File: src/rtl/mul_arbiter.sv
// mul_arbiter: round-robin sequencer granting two clients the shared shift-add multiplier,
// launching it, waiting for completion or timeout and returning the registered product.
module mul_arbiter #(
    parameter int WIDTH = 16,
    parameter int TMO   = 255
) (
    input  logic               Clk,
    input  logic               Reset_n,
    input  logic               Req0,
    input  logic               Req1,
    input  logic [WIDTH-1:0]   A0,
    input  logic [WIDTH-1:0]   B0,
    input  logic [WIDTH-1:0]   A1,
    input  logic [WIDTH-1:0]   B1,
    output logic               Ack0,
    output logic               Ack1,
    output logic [2*WIDTH-1:0] Result0,
    output logic [2*WIDTH-1:0] Result1,
    output logic               Err0,
    output logic               Err1,
    output logic               Busy,
    output logic               Err_flag,
    output logic               Mul_St,
    output logic [WIDTH-1:0]   Mul_Mcand,
    output logic [WIDTH-1:0]   Mul_Mplier,
    output logic               Mul_Rst,
    input  logic               Mul_Idle,
    input  logic               Mul_Done,
    input  logic [2*WIDTH-1:0] Mul_Product
);
    typedef enum logic [1:0] {IDLE, START, WAIT, RESP} state_t;
    localparam int CW = $clog2(TMO + 1);
    state_t        state, state_nxt;
    logic [CW-1:0] cnt;
    logic          grant, last, pick, grab, done_hit, tmo_hit, fin;
    // with both clients waiting, the one not served last wins
    assign pick     = (Req0 && Req1) ? ~last : Req1;
    assign grab     = state == IDLE && (Req0 || Req1) && Mul_Idle;
    assign done_hit = state == WAIT && Mul_Done;
    assign tmo_hit  = state == WAIT && !Mul_Done && cnt == CW'(TMO - 1);
    assign fin      = done_hit || tmo_hit;
    assign Busy     = state != IDLE;
    assign Mul_St   = state == START;
    assign Ack0     = state == RESP && !grant;
    assign Ack1     = state == RESP && grant;
    assign Mul_Rst  = !Reset_n || tmo_hit;
    always_comb begin
        state_nxt = state;
        case (state)
            IDLE:    state_nxt = grab ? START : IDLE;
            START:   state_nxt = WAIT;
            WAIT:    state_nxt = fin ? RESP : WAIT;
            default: state_nxt = IDLE;
        endcase
    end
    always_ff @(posedge Clk) begin
        if (!Reset_n) begin
            state      <= IDLE;
            cnt        <= '0;
            grant      <= 1'b0;
            last       <= 1'b1;
            Mul_Mcand  <= '0;
            Mul_Mplier <= '0;
            Result0    <= '0;
            Result1    <= '0;
            Err0       <= 1'b0;
            Err1       <= 1'b0;
            Err_flag   <= 1'b0;
        end else begin
            state <= state_nxt;
            cnt   <= (state == WAIT) ? cnt + 1'b1 : '0;
            if (grab) begin
                grant      <= pick;
                Mul_Mcand  <= pick ? A1 : A0;
                Mul_Mplier <= pick ? B1 : B0;
            end
            if (fin && !grant) begin
                Result0 <= done_hit ? Mul_Product : '0;
                Err0    <= tmo_hit;
            end
            if (fin && grant) begin
                Result1 <= done_hit ? Mul_Product : '0;
                Err1    <= tmo_hit;
            end
            if (tmo_hit)
                Err_flag <= 1'b1;
            if (state == RESP)
                last <= grant;
        end
    end
endmodule
File: config.mk
export PLATFORM = sky130hd
export DESIGN_NAME = mul_arbiter
export DESIGN_NICKNAME = d
export VERILOG_FILES = /design/src/rtl/mul_arbiter.sv
export SDC_FILE = /design/constraint.sdc
export NUM_CORES = 1
export LEC_CHECK = 0
export BUFFER_PORTS_ARGS = -buffer_cell sky130_fd_sc_hd__buf_2
export CORE_ASPECT_RATIO = 0.5
export CORE_MARGIN = 1.5
export CORE_UTILIZATION = 30
export CTS_CLUSTER_DIAMETER = 150
export CTS_CLUSTER_SIZE = 30
export DETAILED_ROUTE_END_ITERATION = 7
export SLEW_MARGIN = 10
export SYNTH_ARGS = -nofsm -noshare
export SYNTH_HDL_FRONTEND = slang
export SYNTH_SLANG_ARGS = --single-unit
File: constraint.sdc
create_clock -name Clk -period 4.96 [get_ports Clk]
set_clock_uncertainty 0.2 [all_clocks]
set_input_delay 0.248 -clock Clk [delete_from_list [all_inputs] [get_ports Clk]]
set_output_delay 0.248 -clock Clk [all_outputs]
set_load 0.01 [all_outputs]
**Word-level counts from Yosys, hierarchy flattened**

Index checks and enable logic that the tools add are counted.
W data, S select, Z words.

- Register bits after elaboration: 111
- Bits in latches: 0
- RAM bits: 0
- Memory bits (read-only): 0
- Bits of input ports: 102
- Output and inout bits: 104
- Logic and storage cells: 43
- Memories kept: 0

- Add/subtract/negate cells: 1
- $mul: 0
- Divide/modulo/power cells: 0
- Magnitude comparators: 0
- Equality and inequality tests: 4
- Shifts and indexed selects: 0
- Multiplexer cells: 7
- Bitwise operators: 1
- Reductions and logical operators: 19

Operators by type and width:

| kind | count |
|---|---|
| $mux W16 | 2 |
| $mux W32 | 1 |
| $logic_and A1 B1 Y1 | 10 |
| $add A8 B1 Y8 const B | 1 |
| $eq A8 B8 Y1 const B | 1 |
| $pmux W2 S3 | 1 |
| $eq A2 B2 Y1 const B | 2 |
| $logic_not A1 Y1 | 3 |
| $logic_or A1 B1 Y1 | 3 |
| $mux W1 | 3 |
| $eq A2 B1 Y1 const B | 1 |
| $logic_not A2 Y1 | 1 |
| $reduce_and A2 Y1 | 1 |
| $reduce_bool A2 Y1 | 1 |
| $not A1 Y1 | 1 |

**Longest topological paths before layout**

Gate-level depths: netlist of run 1.

- Word-level depth: 6
- Depth in mapped cells: 8
- Mapped depth without buffers: 5

**Worst setup path after synthesis of run 1**

Ideal clock, no wire load.

- Kind: register -> register
- From: register state[0]
- To: register state[0]
- Setup time: 122 ps
- Arrival: 1494 ps
- Required time: 4638 ps
- Setup slack: 3144 ps
- Cell stages (with the launch flop): 8
- Clock period less this slack: 1816 ps
- Cell sequence: dfxtp_1 inv_1 ha_1 buf_6 and4_4 and2_4 buf_6 o311a_1

- Longest elaborated chain between the ends: 6
- Elaborated cells between the ends (all ways): 12
- Those cells by class: eq/ne (2); mux (3); reduce/logical (7)

RTL lines:

| what | line | RTL |
|---|---|---|
| start: declaration | 33 | `state_t state, state_nxt;` |
| start signal: assignment | 70 | `state <= state_nxt;` |
| $eq A2 B2 Y1 | 39, 40, 49 |  |
| $logic_and A1 B1 Y1 (2 in a row) | 40 | `assign tmo_hit = state == WAIT && !Mul_Done && cnt == CW'(TMO - 1);` |
| $logic_or A1 B1 Y1 | 41 | `assign fin = done_hit \|\| tmo_hit;` |
| $mux W1 | 52 | `WAIT: state_nxt = fin ? RESP : WAIT;` |
| $pmux W2 S3 (*) | 49 | `case (state)` |

Every way passes the cells marked *; elsewhere a longest branch is shown, timed or not.
A chain may end at the register's enable or synchronous reset.

**Final worst setup path of run 1**

- From: register state[0]
- To: register Mul_Mplier[13]

- Longest elaborated chain between the ends: 3

RTL lines:

| what | line | RTL |
|---|---|---|
| $logic_not A2 Y1 | 38 | `assign grab = state == IDLE && (Req0 \|\| Req1) && Mul_Idle;` |
| $logic_and A1 B1 Y1 (2 in a row) | 38 |  |
| end signal: assignment | 75 | `Mul_Mplier <= pick ? B1 : B0;` |
| end: declaration | 25 | `output logic [WIDTH-1:0] Mul_Mplier,` |

No other way between the ends.

==> results of run 1 <==
-- state kept, by name, indices dropped and copies added, names as in the netlist --
name and cells:
grant 1, cnt 8, Mul_Mplier 16, Result1 32, Err_flag 1, state 2
Mul_Mcand 16, Err1 1, last 1, Result0 32, Err0 1
-- final cells by class --
type | count | area, um2 | area share
inverters | 7 | 26.3 | 0.00370
repair buffers | 275 | 1710 | 0.241
clock buffers | 9 | 225 | 0.0317
well taps | 227 | 284 | 0.0400
multi-input cells | 470 | 2580 | 0.363
clock inverters | 6 | 48.8 | 0.00687
flip-flops and latches | 111 | 2230 | 0.313
-- power breakdown --
part | switching [mW] | internal (mW) | leakage (nW)
logic | 0.283 | 0.248 | 2.03
clock network | 0.362 | 0.348 | 0.137
registers | 0.0803 | 1.00 | 0.911
total | 0.725 | 1.60 | 3.08
-- layout by cell type, fill, tap and decap left out, drive strengths merged, types with 2 or more instances in the layout --
cell and instances:
buf 211, dfxtp 111, nand2 102, o21ai 100
nand3 99, dlygate4sd3 64, nor2 40, a211o 33
a31oi 33, o2bb2ai 32, inv 11, clkbuf 9
ha 6, a21oi 4, and2 4, or3 3
xor2 2, and4 2, clkinv 2
-- timing repair --
item / CTS / global route
hold buffers: 64 / 0
hold endpoints to repair: 32 / 0
setup endpoints to repair: 0 / 0
-- critical path: stages, from the launching register on --
cell and delay, ns:
sky130_fd_sc_hd__dfxtp_1 0.33, sky130_fd_sc_hd__inv_1 0.08, sky130_fd_sc_hd__ha_1 0.25, sky130_fd_sc_hd__o211a_2 0.98, sky130_fd_sc_hd__o21ai_0 0.25, sky130_fd_sc_hd__a31oi_1 0.22, sky130_fd_sc_hd__dlygate4sd3_1 0.57
-- routing by layer --
metal  global-route usage  vias up
met4               0.0420        2
met3               0.0438       13
met2                0.308      159
li1                     -     2773
met5                    0        -
met1                0.237     2636
-- kinds of logic (layout without fill, tap and decap cells) --
family                   count (synthesis)  in the layout
AO/OA/AOI/OAI                          209            209
adder cells (fa/ha/maj)                  6              6
flip-flops                             111            111
XOR/XNOR                                 3              3
buffers and inverters                   75            297
multiplexers                             1              1
AND/OR/NAND/NOR                        251            251
-- how the worst min path moves through the flow --
stage                                      endpoint  slack, ns               from
final                       Result1[1]$_SDFFE_PN0P_       0.09     Mul_Product[1]
after floorplan           Mul_Mcand[0]$_SDFFE_PN0P_       0.20              A0[0]
after global routing        Result1[1]$_SDFFE_PN0P_       0.11     Mul_Product[1]
after CTS                   Result1[1]$_SDFFE_PN0P_       0.08     Mul_Product[1]
after global placement            cnt[0]$_SDFF_PN0_       0.25  cnt[0]$_SDFF_PN0_
after detailed placement          cnt[0]$_SDFF_PN0_       0.26  cnt[0]$_SDFF_PN0_
-- stage by stage --
step	instance area, um2	utilization	total power [mW]	instances
6_report	7100	0.429	2.32	1105
5_1_grt	7100	0.429	2.45	1105
4_1_cts	7100	0.429	2.34	1105
3_5_place_dp	6190	0.374	1.57	1026
3_3_place_gp	6190	0.374	1.56	1026
2_1_floorplan	5140	-	1.37	656
==> out/results.env, run 1 <==
OUTCOME='complete, no violations'
NETLIST_TOP_CELLS_COUNT='sky130_fd_sc_hd__dfxtp_1, sky130_fd_sc_hd__nand2_1, sky130_fd_sc_hd__o21ai_0, sky130_fd_sc_hd__nand3_1'
DIE_X_UM=188
YS_SEQ_AREA_FRAC=0.433
FINALSETUPTNS_NS=0
DESIGN.DIE.AREA_UM2=18000
POSTROUTEANTENNANETS=0
END_KIND='flop'
SYNTH-SEQ-CELLS=111
ROUTE.DETAILED.WL_PER_INST_UM=15.0
MAX_SLEW_MARGIN_VS_LIMIT=0.226
CRIT-REG2REG-LAUNCH='state[0]$_SDFF_PN0_'
POWER.STATIC_LEAKAGE_nW=3.08
SYN_INST=656
IRDROPWORSTVDD_mV=0.174
DRV_CAP=0
FIN_CRIT_SH=0.594
POST_SYNTH_AND_OR_NAND_NOR_AREA_FRACTION=0.214
SYN_AVG_CELL_AREA_UM2=7.83
R2R_SLACK_NS=2.01
SYNTH_TOP_AREA_FRAC=0.433
CLOCKBUFFERDEPTH=2
HPWL_UM=10000
TRACK_USAGE=0.182
FRACTION_OF_LAYOUT_INSTANCES_USING_A_DRIVE_STRENGTH_ABOVE_1=0.265
TIMING.FINAL.MAX_SLEW_VIOLATIONS=0
CLK_PIN_SLEW_WORST_PATHS_NS=0.08
SYNTH-COMPOUND-AREA-SHARE=0.266
POST_SYNTH_FA_HA_MAJ_AREA_FRACTION=0.0146
SYNTH_MUX_AREA_FRAC=0.00195
SYNTHXORXNORAREAFRAC=0.00512
GRT_START_MAX_NET_PINS=101
DPL_WORST_SLACK_NS=2.10
TIMING.FINAL.HOLD_VIOLATIONS=0
WL_MET3_UM=928
CLOCK_TREE_FROM_TRITONCTS='built'
CTSHTREEMAXLEVEL=3
MAX_SLEW.WORST_PIN.SLEW_NS=1.16
STARTPOINT_TYPE='flop'
WORST-PATH-MAX-FANOUT=66
MOST_COMMON_CELL_IN_THE_NETLIST='sky130_fd_sc_hd__dfxtp_1'
LAYOUT_MIN_CYCLE_TIME_NS=2.95
PLACEABLECOREAREA_UM2=16600
AVGVIACOUNTPERCELL=5.05
HOLDCRITPATHCLASS='input pin to flop'
DRC=0
NUMBER_OF_ANTENNA_VIOLATIONS_AT_THE_FIRST_CHECK_IN_GLOBAL_ROUTING=1
YOSYS.CELL_TYPES.COUNT=34
DETAILEDROUTE.FIRSTITERATIONVIOLATIONS=261
FINAL_ROUTED_WIRELENGTH_UM=16600
TOP_SIGNAL_LAYER_USED='met5'
FIRST_PASS_GRT_WIRE_LENGTH_UM=26400
DOMINANTREGCELLSYNTH='sky130_fd_sc_hd__dfxtp_1'
CRITICAL_PATH_REQUIRED_NS=5.05
INITIAL_UTILIZATION=0.310
SYNTH_EDF_COUNT=0
CLOCK_SINKS=111
SYNTHARSTFLOPSHARE=0
CHIP_HEIGHT_UM=95.5
POST-SYNTH-TOP-AREA-CELL='sky130_fd_sc_hd__dfxtp_1'
CRITICAL_PATH_ARRIVAL_NS=3.04
SYNTH_TOP_FAMILY_BY_AREA='compound AO/OA/AOI/OAI gates'
TIMING.CRITICAL_PATH.FROM='state[0]$_SDFF_PN0_'
WORST_SETUP_ENDPOINT='Mul_Mplier[13]$_SDFFE_PN0P_'
CTS_REPAIR_RESIZE_COUNT=0
CRITICAL_PATH_CLASS='flop to flop'
POWER_DENSITY_nW_PER_UM2=327
POSTLAYOUTSETUPSLACKWORST_NS=2.01
FIN_WORST_HOLD_SLACK_NS=0.0937
FILLER_CELL_COUNT=1665
IO_BUFFER_COUNT=205
YOSYSWARNINGS=0
NUM_ANTENNA_CELLS=0
YOSYS-TOP-CELLS-AREA='sky130_fd_sc_hd__dfxtp_1, sky130_fd_sc_hd__o21ai_0, sky130_fd_sc_hd__nand3_1'
REG2REG_TO='Mul_Mplier[13]$_SDFFE_PN0P_'
NUMBER_OF_BUFFERS_INSERTED_DURING_CLOCK_TREE_SYNTHESIS=9
ROW_COUNT=33
POST-CTS-SETUP-BUFFERS=0
SYN_TO_FINAL_GROWTH_PCT=38.3
MET1_WL_UM=7510
SYN-CELL-AREA_UM2=5140
CLK-INSERTION-DELAY-LATE_NS=0.36
WORSTREGTOREGCELLS=6
SETUP_VIOL_COUNT_FINAL=0
HOLDPATHSTAGES=4
ACHIEVABLE-FREQUENCY_GHz=0.339
PIN_COUNT=206
CELL_CHOSEN_FOR_THE_CLOCK_ROOT='sky130_fd_sc_hd__clkbuf_16'
FIRST_GLOBAL_VIAS=5190
GRT_SETUP_UNREPAIRED='false'
WL_MET2_UM=8030
DESIGN.FINAL.NETS=982
FIRSTDRTPASSITERS=5
GRT_OVERFLOW=0
ROUTED-VIA-COUNT=5583
PLACE_CONGESTION=0.751
SYNTH_FP_NETS=764
Power figures use the tool's default switching activity.
==> inputs of run 2 (changes only) <==
==> constraint.sdc (replaced) <==
create_clock -name Clk -period 2.4 [get_ports Clk]
set_clock_uncertainty 0.2 [all_clocks]
set_input_delay 0.12 -clock Clk [delete_from_list [all_inputs] [get_ports Clk]]
set_output_delay 0.12 -clock Clk [all_outputs]
set_load 0.01 [all_outputs]
==> run 2 against run 1 <==
Against the previous run:
- critical path depth grew 1
- hold slack lost 0.083 ns
- power grew 110%
- register-to-register slack lost 1.8 ns
- utilization grew 2.9 points
- maximum frequency grew 34%
- non-clock buffer count grew 41
- count of clock-buffer cells in the layout grew 1
- sequential cell count is the same
- critical endpoint is now Mul_Mplier[11]$_SDFFE_PN0P_
- largest cell class unchanged
- largest power group unchanged
- highest routed layer unchanged
==> out/results.env, run 2 (synthesis gave the netlist of run 1 again) <==
AVGVIACOUNTPERCELL=5.01  # was 5.05
FIN_CRIT_SH=0.917  # was 0.594
DETAILEDROUTE.FIRSTITERATIONVIOLATIONS=356  # was 261
FINAL_COMMON_CELL='sky130_fd_sc_hd__buf_2'  # unchanged
SETUP_VIOL_COUNT_FINAL=0  # unchanged
SYN_TO_FINAL_GROWTH_PCT=47.7  # was 38.3%
ROW_COUNT=33  # unchanged
POWER.STATIC_LEAKAGE_nW=3.30  # was 3.08 nW
MAX_SLEW_MARGIN_VS_LIMIT=0.574  # was 0.226
HPWL_UM=10300  # was 10000 um
CELL_CHOSEN_FOR_THE_CLOCK_ROOT='sky130_fd_sc_hd__clkbuf_16'  # unchanged
CRITICAL_PATH_REQUIRED_NS=2.49  # was 5.05 ns
R2R_SLACK_NS=0.20  # was 2.01 ns
MAX_SLEW.WORST_PIN.SLEW_NS=0.640  # was 1.16 ns
FILLER_CELL_COUNT=1631  # was 1665
SEQUENTIAL_STANDARD_CELL_AREA_UM2=2230  # unchanged
POSTPLACECELLAREA_UM2=6330  # was 6190 um2
POWER_DENSITY_nW_PER_UM2=641  # was 327 nW/um2
LARGEST_REGISTERS='Result0: 32 flops, Result1: 32 flops'  # unchanged
CRITICAL_PATH_CLASS='flop to flop'  # unchanged
DRC=0  # unchanged
FINAL_CELL_AREA_UM2=7580  # was 7100 um2
HOLD_PATH_STARTPOINT='Mul_Product[15]'  # was Mul_Product[1]
STARTPOINT_TYPE='flop'  # unchanged
PLACEABLECOREAREA_UM2=16600  # unchanged
IO_BUFFER_COUNT=205  # unchanged
FIRST_GLOBAL_VIAS=5262  # was 5190
DESIGN.DIE.AREA_UM2=18000  # unchanged
FIRSTDRTPASSITERS=5  # unchanged
PIN_COUNT=206  # unchanged
END_KIND='flop'  # unchanged
TIMING.CRITICAL_PATH.FROM='state[0]$_SDFF_PN0_'  # unchanged
CLOCK_TREE_FROM_TRITONCTS='built'  # unchanged
FIRST_PASS_GRT_WIRE_LENGTH_UM=26100  # was 26400 um
WORSTREGTOREGCELLS=7  # was 6
NUMBER_OF_ANTENNA_VIOLATIONS_AT_THE_FIRST_CHECK_IN_GLOBAL_ROUTING=3  # was 1
ACHIEVABLE-FREQUENCY_GHz=0.454  # was 0.339 GHz
REG2REG_TO='Mul_Mplier[11]$_SDFFE_PN0P_'  # was Mul_Mplier[13]$_SDFFE_PN0P_
TIMING.FINAL.HOLD_VIOLATIONS=0  # unchanged
ROUTED-VIA-COUNT=5752  # was 5583
CLK_PIN_SLEW_WORST_PATHS_NS=0.08  # about the same
CLOCK_SINKS=111  # unchanged
GRT_START_MAX_NET_PINS=63  # was 101
PLACE_CONGESTION=0.771  # was 0.751
CTSHTREEMAXLEVEL=3  # unchanged
FRACTION_OF_LAYOUT_INSTANCES_USING_A_DRIVE_STRENGTH_ABOVE_1=0.265  # about the same
POSTROUTEANTENNANETS=0  # unchanged
DESIGN.FINAL.NETS=1023  # was 982
WORST_SETUP_ENDPOINT='Mul_Mplier[11]$_SDFFE_PN0P_'  # was Mul_Mplier[13]$_SDFFE_PN0P_
FINAL_ROUTED_WIRELENGTH_UM=16900  # was 16600 um
ROUTE.DETAILED.WL_PER_INST_UM=14.7  # was 15.0 um
CLK-INSERTION-DELAY-LATE_NS=0.35  # was 0.36 ns
TRACK_USAGE=0.179  # was 0.182
CRIT-REG2REG-LAUNCH='state[0]$_SDFF_PN0_'  # unchanged
NUMBER_OF_BUFFERS_INSERTED_DURING_CLOCK_TREE_SYNTHESIS=9  # unchanged
IRDROPWORSTVDD_mV=0.378  # was 0.174 mV
LAYOUT_MIN_CYCLE_TIME_NS=2.20  # was 2.95 ns
POST-CTS-SETUP-BUFFERS=0  # unchanged
HOLDCRITPATHCLASS='input pin to flop'  # unchanged
MULTI_INPUT_COMB_AREA_UM2=2590  # was 2580 um2
CRITICAL_PATH_ARRIVAL_NS=2.29  # was 3.04 ns
GRT_SETUP_UNREPAIRED='false'  # unchanged
LAYOUT_COMMON_CELLS='sky130_fd_sc_hd__buf_2, sky130_fd_sc_hd__dfxtp_1, sky130_fd_sc_hd__nand2_1, sky130_fd_sc_hd__o21ai_0, sky130_fd_sc_hd__nand3_1'  # unchanged
GRT_OVERFLOW=0  # unchanged
CHIP_HEIGHT_UM=95.5  # unchanged
INITIAL_UTILIZATION=0.310  # unchanged
OUTCOME='complete, no violations'  # unchanged
DIE_X_UM=188  # unchanged
CLOCKBUFFERDEPTH=2  # unchanged
FINALSETUPTNS_NS=0  # unchanged
TIMING.FINAL.MAX_SLEW_VIOLATIONS=0  # unchanged
WORST-PATH-MAX-FANOUT=31  # was 66
DRV_CAP=0  # unchanged
run 2: how the worst min path moves through the flow:
stage                                  to  slack [ns]  cells after the start
2_1_floorplan   Mul_Mcand[0]$_SDFFE_PN0P_        0.07                      2
3_3_place_gp   Mul_Mplier[6]$_SDFFE_PN0P_        0.18                      3
3_5_place_dp    Mul_Mcand[0]$_SDFFE_PN0P_        0.18                      3
4_1_cts          Result1[15]$_SDFFE_PN0P_       0.005                      4
5_1_grt          Result1[15]$_SDFFE_PN0P_        0.03                      4
6_report         Result1[15]$_SDFFE_PN0P_        0.01                      4
run 2: where the power goes:
group | internal, mW | switching, mW | total, mW
Combinational | 0.578 | 0.605 | 1.18
Sequential | 2.07 | 0.163 | 2.23
Clock | 0.723 | 0.724 | 1.45
Total | 3.37 | 1.49 | 4.86
run 2: layout make-up:
class	instances	area share
flip-flops and latches	111	0.293
clock inverters	6	0.00676
well taps	227	0.0374
multi-input cells	470	0.341
diodes	2	0.000660
repair buffers	316	0.287
inverters	7	0.00346
clock buffers	10	0.0302
run 2: timing repair:
item | CTS | global route
endpoints found under the hold margin | 87 | 0
endpoints found under the setup margin | 0 | 9
resized for setup | 0 | 1
hold buffers | 94 | 0
run 2: per-stage QoR:
step | cells | hold slack, ns | util | setup WS, ns | power (mW)
finish | 1149 | 0.0103 | 0.458 | 0.199 | 4.86
global route | 1148 | 0.0265 | 0.458 | 0.0851 | 5.16
CTS | 1146 | 0.00494 | 0.456 | 0.146 | 4.89
detailed placement | 1036 | 0.185 | 0.382 | 0.526 | 3.27
global placement | 1036 | 0.179 | 0.382 | 0.578 | 3.25
floorplan | 656 | 0.0725 | - | 0.584 | 2.82
run 2: routing by layer:
layer  global-route usage  up-vias  share of wire
li1                     -     2863              -
met1                0.223     2683           0.44
met2                0.310      181           0.49
met3               0.0501       23          0.064
met4               0.0433        2          0.012
met5                    0        -        0.00041
run 2: worst max-delay path, stage by stage, from the launching register on:
cell	delay [ns]
sky130_fd_sc_hd__dfxtp_1	0.33
sky130_fd_sc_hd__inv_1	0.08
sky130_fd_sc_hd__ha_1	0.20
sky130_fd_sc_hd__o211a_4	0.25
sky130_fd_sc_hd__buf_12	0.18
sky130_fd_sc_hd__o21ai_0	0.10
sky130_fd_sc_hd__a31oi_1	0.20
sky130_fd_sc_hd__dlygate4sd3_1	0.58
